File: config.mk
export PLATFORM = sky130hd
export DESIGN_NAME = pifo_sched
export DESIGN_NICKNAME = d
export VERILOG_FILES = /design/src/rtl/pifo_sched.sv
export SDC_FILE = /design/constraint.sdc
export NUM_CORES = 2
export LEC_CHECK = 0
export ABC_AREA = 1
export BUFFER_PORTS_ARGS = -buffer_cell sky130_fd_sc_hd__buf_2
export CAP_MARGIN = 40
export CORE_MARGIN = 4
export CORE_UTILIZATION = 40
export CTS_CLUSTER_SIZE = 16
export DETAILED_ROUTE_END_ITERATION = 16
export SETUP_SLACK_MARGIN = 0.02
export SYNTH_ARGS = -nofsm -noshare
export SYNTH_HDL_FRONTEND = slang
export SYNTH_SLANG_ARGS = --single-unit
File: constraint.sdc
create_clock -name clk -period 32.1 [get_ports clk]
set_input_delay 3.21 -clock clk [delete_from_list [all_inputs] [get_ports clk]]
set_output_delay 3.21 -clock clk [all_outputs]
set_load 0.005 [all_outputs]
File: src/rtl/pifo_sched.sv
// Sorted-array PIFO: single push/single pop, unsigned rank (lower wins), FIFO order among equal ranks.
// Latency: a push is visible at the head one cycle later; drop/drop_flow are registered. Optional PIFO_DROP_CNT_EN adds a drop counter.
// Backpressure: OVF_MODE=0 deasserts push_ready when full; OVF_MODE=1 always accepts and evicts the worst entry or discards the push.
module pifo_sched #(
    parameter int SIZE     = 16,
    parameter int RANK_W   = 16,
    parameter int VALUE_W  = 32,
    parameter int FLOWS    = 8,
    parameter int OVF_MODE = 0,
    localparam int FLOW_W  = (FLOWS > 1) ? $clog2(FLOWS) : 1,
    localparam int CNT_W   = $clog2(SIZE + 1)
) (
    input  logic               clk,
    input  logic               rst,
    input  logic               push_valid,
    output logic               push_ready,
    input  logic [RANK_W-1:0]  push_rank,
    input  logic [VALUE_W-1:0] push_value,
    input  logic [FLOW_W-1:0]  push_flow,
    output logic               pop_valid,
    input  logic               pop_ready,
    output logic [RANK_W-1:0]  pop_rank,
    output logic [VALUE_W-1:0] pop_value,
    output logic [FLOW_W-1:0]  pop_flow,
    output logic [CNT_W-1:0]   count,
    output logic               drop,
    output logic [FLOW_W-1:0]  drop_flow
`ifdef PIFO_DROP_CNT_EN
    ,
    input  logic               drop_clr,
    output logic [31:0]        drop_count
`endif
);

    typedef struct packed {
        logic               vld;
        logic [RANK_W-1:0]  rank;
        logic [VALUE_W-1:0] value;
        logic [FLOW_W-1:0]  flow;
    } entry_t;

    entry_t ent  [SIZE];
    entry_t base [SIZE];
    entry_t below[SIZE];
    entry_t nxt  [SIZE];
    entry_t new_ent;

    logic              full;
    logic              pop_fire;
    logic              push_fire;
    logic              do_ins;
    logic              drop_nxt;
    logic [FLOW_W-1:0] drop_flow_nxt;
    logic [CNT_W-1:0]  count_nxt;
    int                ins_idx;

    assign full       = ent[SIZE-1].vld;
    assign push_ready = (OVF_MODE != 0) ? 1'b1 : !full;
    assign pop_valid  = ent[0].vld;
    assign pop_rank   = ent[0].rank;
    assign pop_value  = ent[0].value;
    assign pop_flow   = ent[0].flow;
    assign pop_fire   = pop_valid & pop_ready;
    assign push_fire  = push_valid & push_ready;
    assign new_ent    = '{vld: 1'b1, rank: push_rank, value: push_value, flow: push_flow};

    // Insert position is taken against the array as it will look after any pop.
    always_comb begin
        for (int i = 0; i < SIZE - 1; i++) begin
            base[i] = pop_fire ? ent[i+1] : ent[i];
        end
        base[SIZE-1] = pop_fire ? '0 : ent[SIZE-1];
        below[0] = '0;
        for (int i = 1; i < SIZE; i++) begin
            below[i] = base[i-1];
        end
        ins_idx = 0;
        for (int i = 0; i < SIZE; i++) begin
            if (base[i].vld && (base[i].rank <= push_rank)) begin
                ins_idx = ins_idx + 1;
            end
        end
    end

    always_comb begin
        do_ins        = 1'b0;
        drop_nxt      = 1'b0;
        drop_flow_nxt = drop_flow;
        count_nxt     = count;
        if (push_fire) begin
            if (full && !pop_fire) begin
                // Only reachable in push-out mode: evict the tail or discard the newcomer.
                drop_nxt = 1'b1;
                if (push_rank < ent[SIZE-1].rank) begin
                    do_ins        = 1'b1;
                    drop_flow_nxt = ent[SIZE-1].flow;
                end else begin
                    drop_flow_nxt = push_flow;
                end
            end else begin
                do_ins = 1'b1;
                if (!pop_fire) begin
                    count_nxt = count + 1'b1;
                end
            end
        end else if (pop_fire) begin
            count_nxt = count - 1'b1;
        end

        for (int i = 0; i < SIZE; i++) begin
            if (!do_ins) begin
                nxt[i] = base[i];
            end else if (i < ins_idx) begin
                nxt[i] = base[i];
            end else if (i == ins_idx) begin
                nxt[i] = new_ent;
            end else begin
                nxt[i] = below[i];
            end
        end
    end

    always_ff @(posedge clk or posedge rst) begin
        if (rst) begin
            for (int i = 0; i < SIZE; i++) begin
                ent[i] <= '0;
            end
            count     <= '0;
            drop      <= 1'b0;
            drop_flow <= '0;
        end else begin
            ent       <= nxt;
            count     <= count_nxt;
            drop      <= drop_nxt;
            drop_flow <= drop_flow_nxt;
        end
    end

`ifdef PIFO_DROP_CNT_EN
    always_ff @(posedge clk or posedge rst) begin
        if (rst) begin
            drop_count <= '0;
        end else if (drop_clr) begin
            drop_count <= '0;
        end else if (drop && (drop_count != 32'hFFFF_FFFF)) begin
            drop_count <= drop_count + 32'd1;
        end
    end
`endif

endmodule

* After elaboration in Yosys (flattened, before gate mapping)
Index checks and enable logic that the tools add are counted.
Word-level totals: word-level logic and storage cells 249, bits of input ports 55, bits in registers 841
Cells by class: reductions and logical operators 23, order comparisons 33, equal/unequal tests 17, $add $sub $neg 17, bitwise gates (word level) 2, mux-type cells 90
Operators by type and width (count):
- 2-to-1 mux 52 bit | 64
- adder 32 x 2 -> 32 bit (second input constant) | 15
- 2-to-1 mux 32 bit | 15
- == test 5 x 32 -> 1 bit (first input constant) | 8
- <= comparator 16 bit | 16
- < comparator 5 x 32 -> 1 bit (first input constant) | 8
- == test 4 x 32 -> 1 bit (first input constant) | 4
- < comparator 4 x 32 -> 1 bit (first input constant) | 4
- == test 3 x 32 -> 1 bit (first input constant) | 2
- < comparator 3 x 32 -> 1 bit (first input constant) | 2
- == test 2 x 32 -> 1 bit (first input constant) | 1
- logical NOT 32 bit | 1
- < comparator 1 x 32 -> 1 bit (first input constant) | 1
- < comparator 2 x 32 -> 1 bit (first input constant) | 1
- 2-to-1 mux 5 bit | 4
- logical AND 1 bit | 17
- < comparator 16 bit | 1
- 2-to-1 mux 1 bit | 6
- adder 5 x 1 -> 5 bit (second input constant) | 1
- subtractor 5 x 1 -> 5 bit (second input constant) | 1
- != test 2 bit (second input constant) | 2
- 2-to-1 mux 3 bit | 1
- AND reduction 3 bit | 1
- bitwise AND 1 bit | 2
- other kinds (3) | 4

* Depth between registers and ports, before layout
word-level depth 39, depth in mapped cells 76, mapped depth without buffers 71

* Least setup slack after synthesis
Ideal clock, no wire load.
kind input port to flip-flop, from input pop_ready, to register ent[398] in the netlist's numbering, setup time 0.137 ns, setup slack 18.267 ns, arrival 13.696 ns, stages on the path 69, cells stage by stage nand2_2 buf_2 clkbuf_1 clkbuf_1 clkbuf_1 clkbuf_1 nand2_1 o21ai_0 ha_1 inv_1 o21bai_1 a221oi_1 o221ai_1 nand2_1 o2111ai_1 a21oi_1 ha_1 inv_1 [... 33 more ...] ha_1 nand2_1 nand2_1 ha_1 nand2_1 o21ai_1 ha_1 nand2_1 a21boi_1 inv_1 nor2_1 inv_2 o21ai_0 nand4_1 nor2_2 buf_2 nor2_1 o21bai_1
RTL lines:
- start, declared | line 21 | input logic pop_ready,
- end signal, assigned | line 132 | ent <= nxt;
- end, declared | line 42 | entry_t ent [SIZE];

==> impl_metrics.yaml <==
logic_synthesis:
  synth-compound-area-share_pct: 13.87
  synthXorXnorAreaFrac_pct: 0.07533
  ys_types: 54
  synth-simple-area-share_pct: 30.78
  ys_async_sr_fraction_pct: 100.0
  synth_top_area_share_pct: 36.20
  yosys.area.top_type: "dfrtp_1"
  syn_inst: 8554
  synth_fa_ha_area_share_pct: 5.932
  synth_seq_cells: 841
  synth_area_um2: 58130
  synth_top_family_by_area: "simple AND/OR/NAND/NOR gates"
  yosysSeqAreaShare_pct: 36.20
  synth_area_leaders: "dfrtp_1, nand2_1, o21ai_0"
  synth_ff_type: "dfrtp_1"
  synth_warnings: 0
  synth_nets: 8884
  synth_area_per_cell_um2: 6.796
  synth-edff-count: 0
  synth_mux_area_share_pct: 2.981
setup_path:
  critPathCaptureType: "flop"
  cpMostUsedCell: "nand2_1"
  cp.required_ns: 32.78
  cp_slowest_cell: "buf_4"
  crit_buf_inv: 10
  cpPeakStageDelay_ns: 0.81
  worst-setup-path-type: "in2reg"
  cpLargestDelayFamily: "simple AND/OR/NAND/NOR gates"
  start_kind: "input port"
  cp_max_fo: 87
  arrival_ns: 17.68
clock_tree:
  cts_hold_repair.buffers: 0
  insertion_delay_ns: 0.75
  cts_root_buf: "clkbuf_16"
  clkSinkCount: 841
  ctsResizeCount: 0
  cts_tree: "done"
  htree_num_levels: 3
  clk_path_buf_depth: 3
  path_clk_slew_ns: 0.06
  post_cts_buffers: 0
  cts_buffers: 103
cells_and_area:
  layout-drive-gt1-share_pct: 7.352
  stdcell_area_um2: 63250
  area_delta_synth_final_pct: 8.794
  layout.nets: 8637
routing:
  firstDrtPassIters: 9
  drt_iter0_markers: 5630
  drc: 0
  drt-total-wl_um: 211400
  ant_nets: 0
  vias: 56360
  wire_per_inst_um: 20.55
  via_per_inst: 5.480
global_routing:
  use_met3_pct: 5.140
  grt_max_degree: 208
  grt_pass1_vias: 53160
  grt_util_met1_pct: 39.67
  grt_pass1_wl_um: 326200
  grt_usage_pct: 27.23
  use_met2_pct: 41.90
  antenna_found_initial: 14
  overflow: 0
  grt.busiest_layer: "met2"
power_and_ir_drop:
  intPower_mw: 1.743
  p_leak_nw: 33.92
  netSwitchingPower_mw: 0.6163
  clockPowerShare_pct: 49.0
  p_comb_share_pct: 6.1
  ir_worst_vdd_v: 0.00003836
  power.total_mw: 2.360
  pwr-share-seq_pct: 44.9
  sw_frac_of_total_pct: 26.12
  powerDensity_nw_per_um2: 37.31
sta:
  setup_viol: 0
  slew_headroom_pct: 30.68
  final.setup.tns_ns: 0
  rsz0062_at_grt: "no"
  max_freq_ghz: 0.05883
  finalHoldViolCount: 0
  finalCritPeriodShare_pct: 52.96
  period_minus_slack_ns: 17.00
  fin_worst_skew_ns: 0.05352
  tightest_slew_ns: 1.040
  drv_slew: 0
placement:
  hpwl_um: 142900
  port_buffers: 116
  placed_area_um2: 59990
  gp_congestion: 0.8717
floorplanning:
  pin_count: 117
  start_util_pct: 40.37
  die-area_um2: 151500
  dieWidth_um: 389.2
  die_h_um: 389.2
  rows: 139
  core_um2: 144000
run_status:
  status: "complete, no violations"
job:
  max_cap_violations: 0
hold_path:
  hold_class: "reg2reg"
==> power groups by stage <==
stage,clock [mW],sequential [mW],combinational [mW]
floorplan,0,1.08,0.0740
global placement,0,1.08,0.136
detailed placement,0,1.08,0.141
CTS,1.17,1.06,0.142
global route,1.21,1.06,0.156
finish,1.16,1.06,0.143
==> registers in the layout, summed over array words and instances (netlist names) <==
signal     flops
count          5
pop_valid      1
ent          779
drop_flow      3
pop_flow       3
drop           1
pop_value     32
pop_rank      16
full           1
==> synthesized netlist by cell type, types with 3 or more instances <==
master	instances
a211oi_1	9
a21o_1	3
a21oi_1	194
a221oi_1	3
a31oi_1	5
buf_1	22
buf_2	131
buf_4	73
buf_6	11
clkbuf_1	356
clkinv_1	17
dfrtp_1	841
ha_1	274
inv_1	789
inv_2	31
mux2i_1	172
nand2_1	3265
nand2_2	10
nand3_1	604
nand3_2	11
nand3_4	3
nand3b_1	9
nand4_1	46
nor2_1	217
nor2_2	12
nor2_4	7
nor3_1	35
nor3_2	3
nor3_4	3
o2111ai_1	53
o211ai_1	120
o21a_1	7
o21ai_0	884
o21ai_1	140
o21bai_1	13
o221ai_1	10
o22ai_1	15
o31ai_1	10
or2_1	9
or2_2	117
xnor2_1	4
==> per-stage QoR <==
stage / util, % / setup WS (ns) / hold WS [ns] / cells
after floorplan: - / 5.262 / 0.4521 / 8554
after global placement: 41.19 / 14.20 / 0.3602 / 10080
after detailed placement: 41.66 / 14.37 / 0.3636 / 10110
after CTS: 43.91 / 15.11 / 0.3804 / 10280
after global routing: 43.91 / 14.00 / 0.3921 / 10280
final: 43.92 / 15.10 / 0.3777 / 10290
==> placed cells by master, fill, tap and decap left out, types with 9 or more instances in the layout <==
cell,instances
a211oi_1,9
a21oi_1,194
buf_12,15
buf_16,16
buf_2,116
buf_4,94
clkbuf_1,28
clkbuf_16,104
clkbuf_8,19
clkinv_1,16
clkinv_2,19
dfrtp_1,841
ha_1,274
inv_1,787
inv_2,29
mux2i_1,172
nand2_1,3256
nand2_2,16
nand3_1,603
nand3_2,12
nand3b_1,9
nand4_1,46
nor2_1,209
nor2_2,9
nor2_4,18
nor3_1,33
o2111ai_1,53
o211ai_1,120
o21ai_0,884
o21ai_1,140
o21bai_1,13
o221ai_1,10
o22ai_1,15
o31ai_1,10
or2_1,9
or2_2,117
==> final timing paths <==
kind | from | end | slack, ns | depth (start not counted)
setup / recovery | pop_ready | ent[570] | 15.10 | 73
hold / removal | drop_flow[1] | drop_flow[1] | 0.38 | 0
setup reg to reg | pop_valid | ent[570] | 17.22 | 72
hold reg to reg | drop_flow[1] | drop_flow[1] | 0.38 | 0
max in group asynchronous | rst | ent[113] | 27.25 | 5
min in group asynchronous | rst | pop_rank[8] | 2.63 | 2
==> metal layers <==
metal | vias up | routed length (µm)
li1 | 27150 | -
met1 | 26660 | 97700
met2 | 2211 | 90860
met3 | 324 | 17990
met4 | 12 | 4734
met5 | - | 81
==> cell type report <==
class / instances / area, µm²
Clock buffer: 151 / 2969
Sequential cell: 841 / 21050
Inverter: 838 / 3173
Fill cell: 14870 / 80760
Timing Repair Buffer: 243 / 2053
Multi-Input combinational cell: 6280 / 31330
Tap cell: 1903 / 2381
Clock inverter: 26 / 284.0
Antenna cell: 3 / 7.507
==> logic make-up after synthesis <==
logic type,count (synthesis)
and+or+nand+nor,4354
AOI/OAI and AO/OA,1472
buffers and inverters,1433
DFF,841
adders and majority gates,275
muxes,173
xor gates and xnor gates,5
other,1
Note: power is estimated with default switching activity, not from simulation.
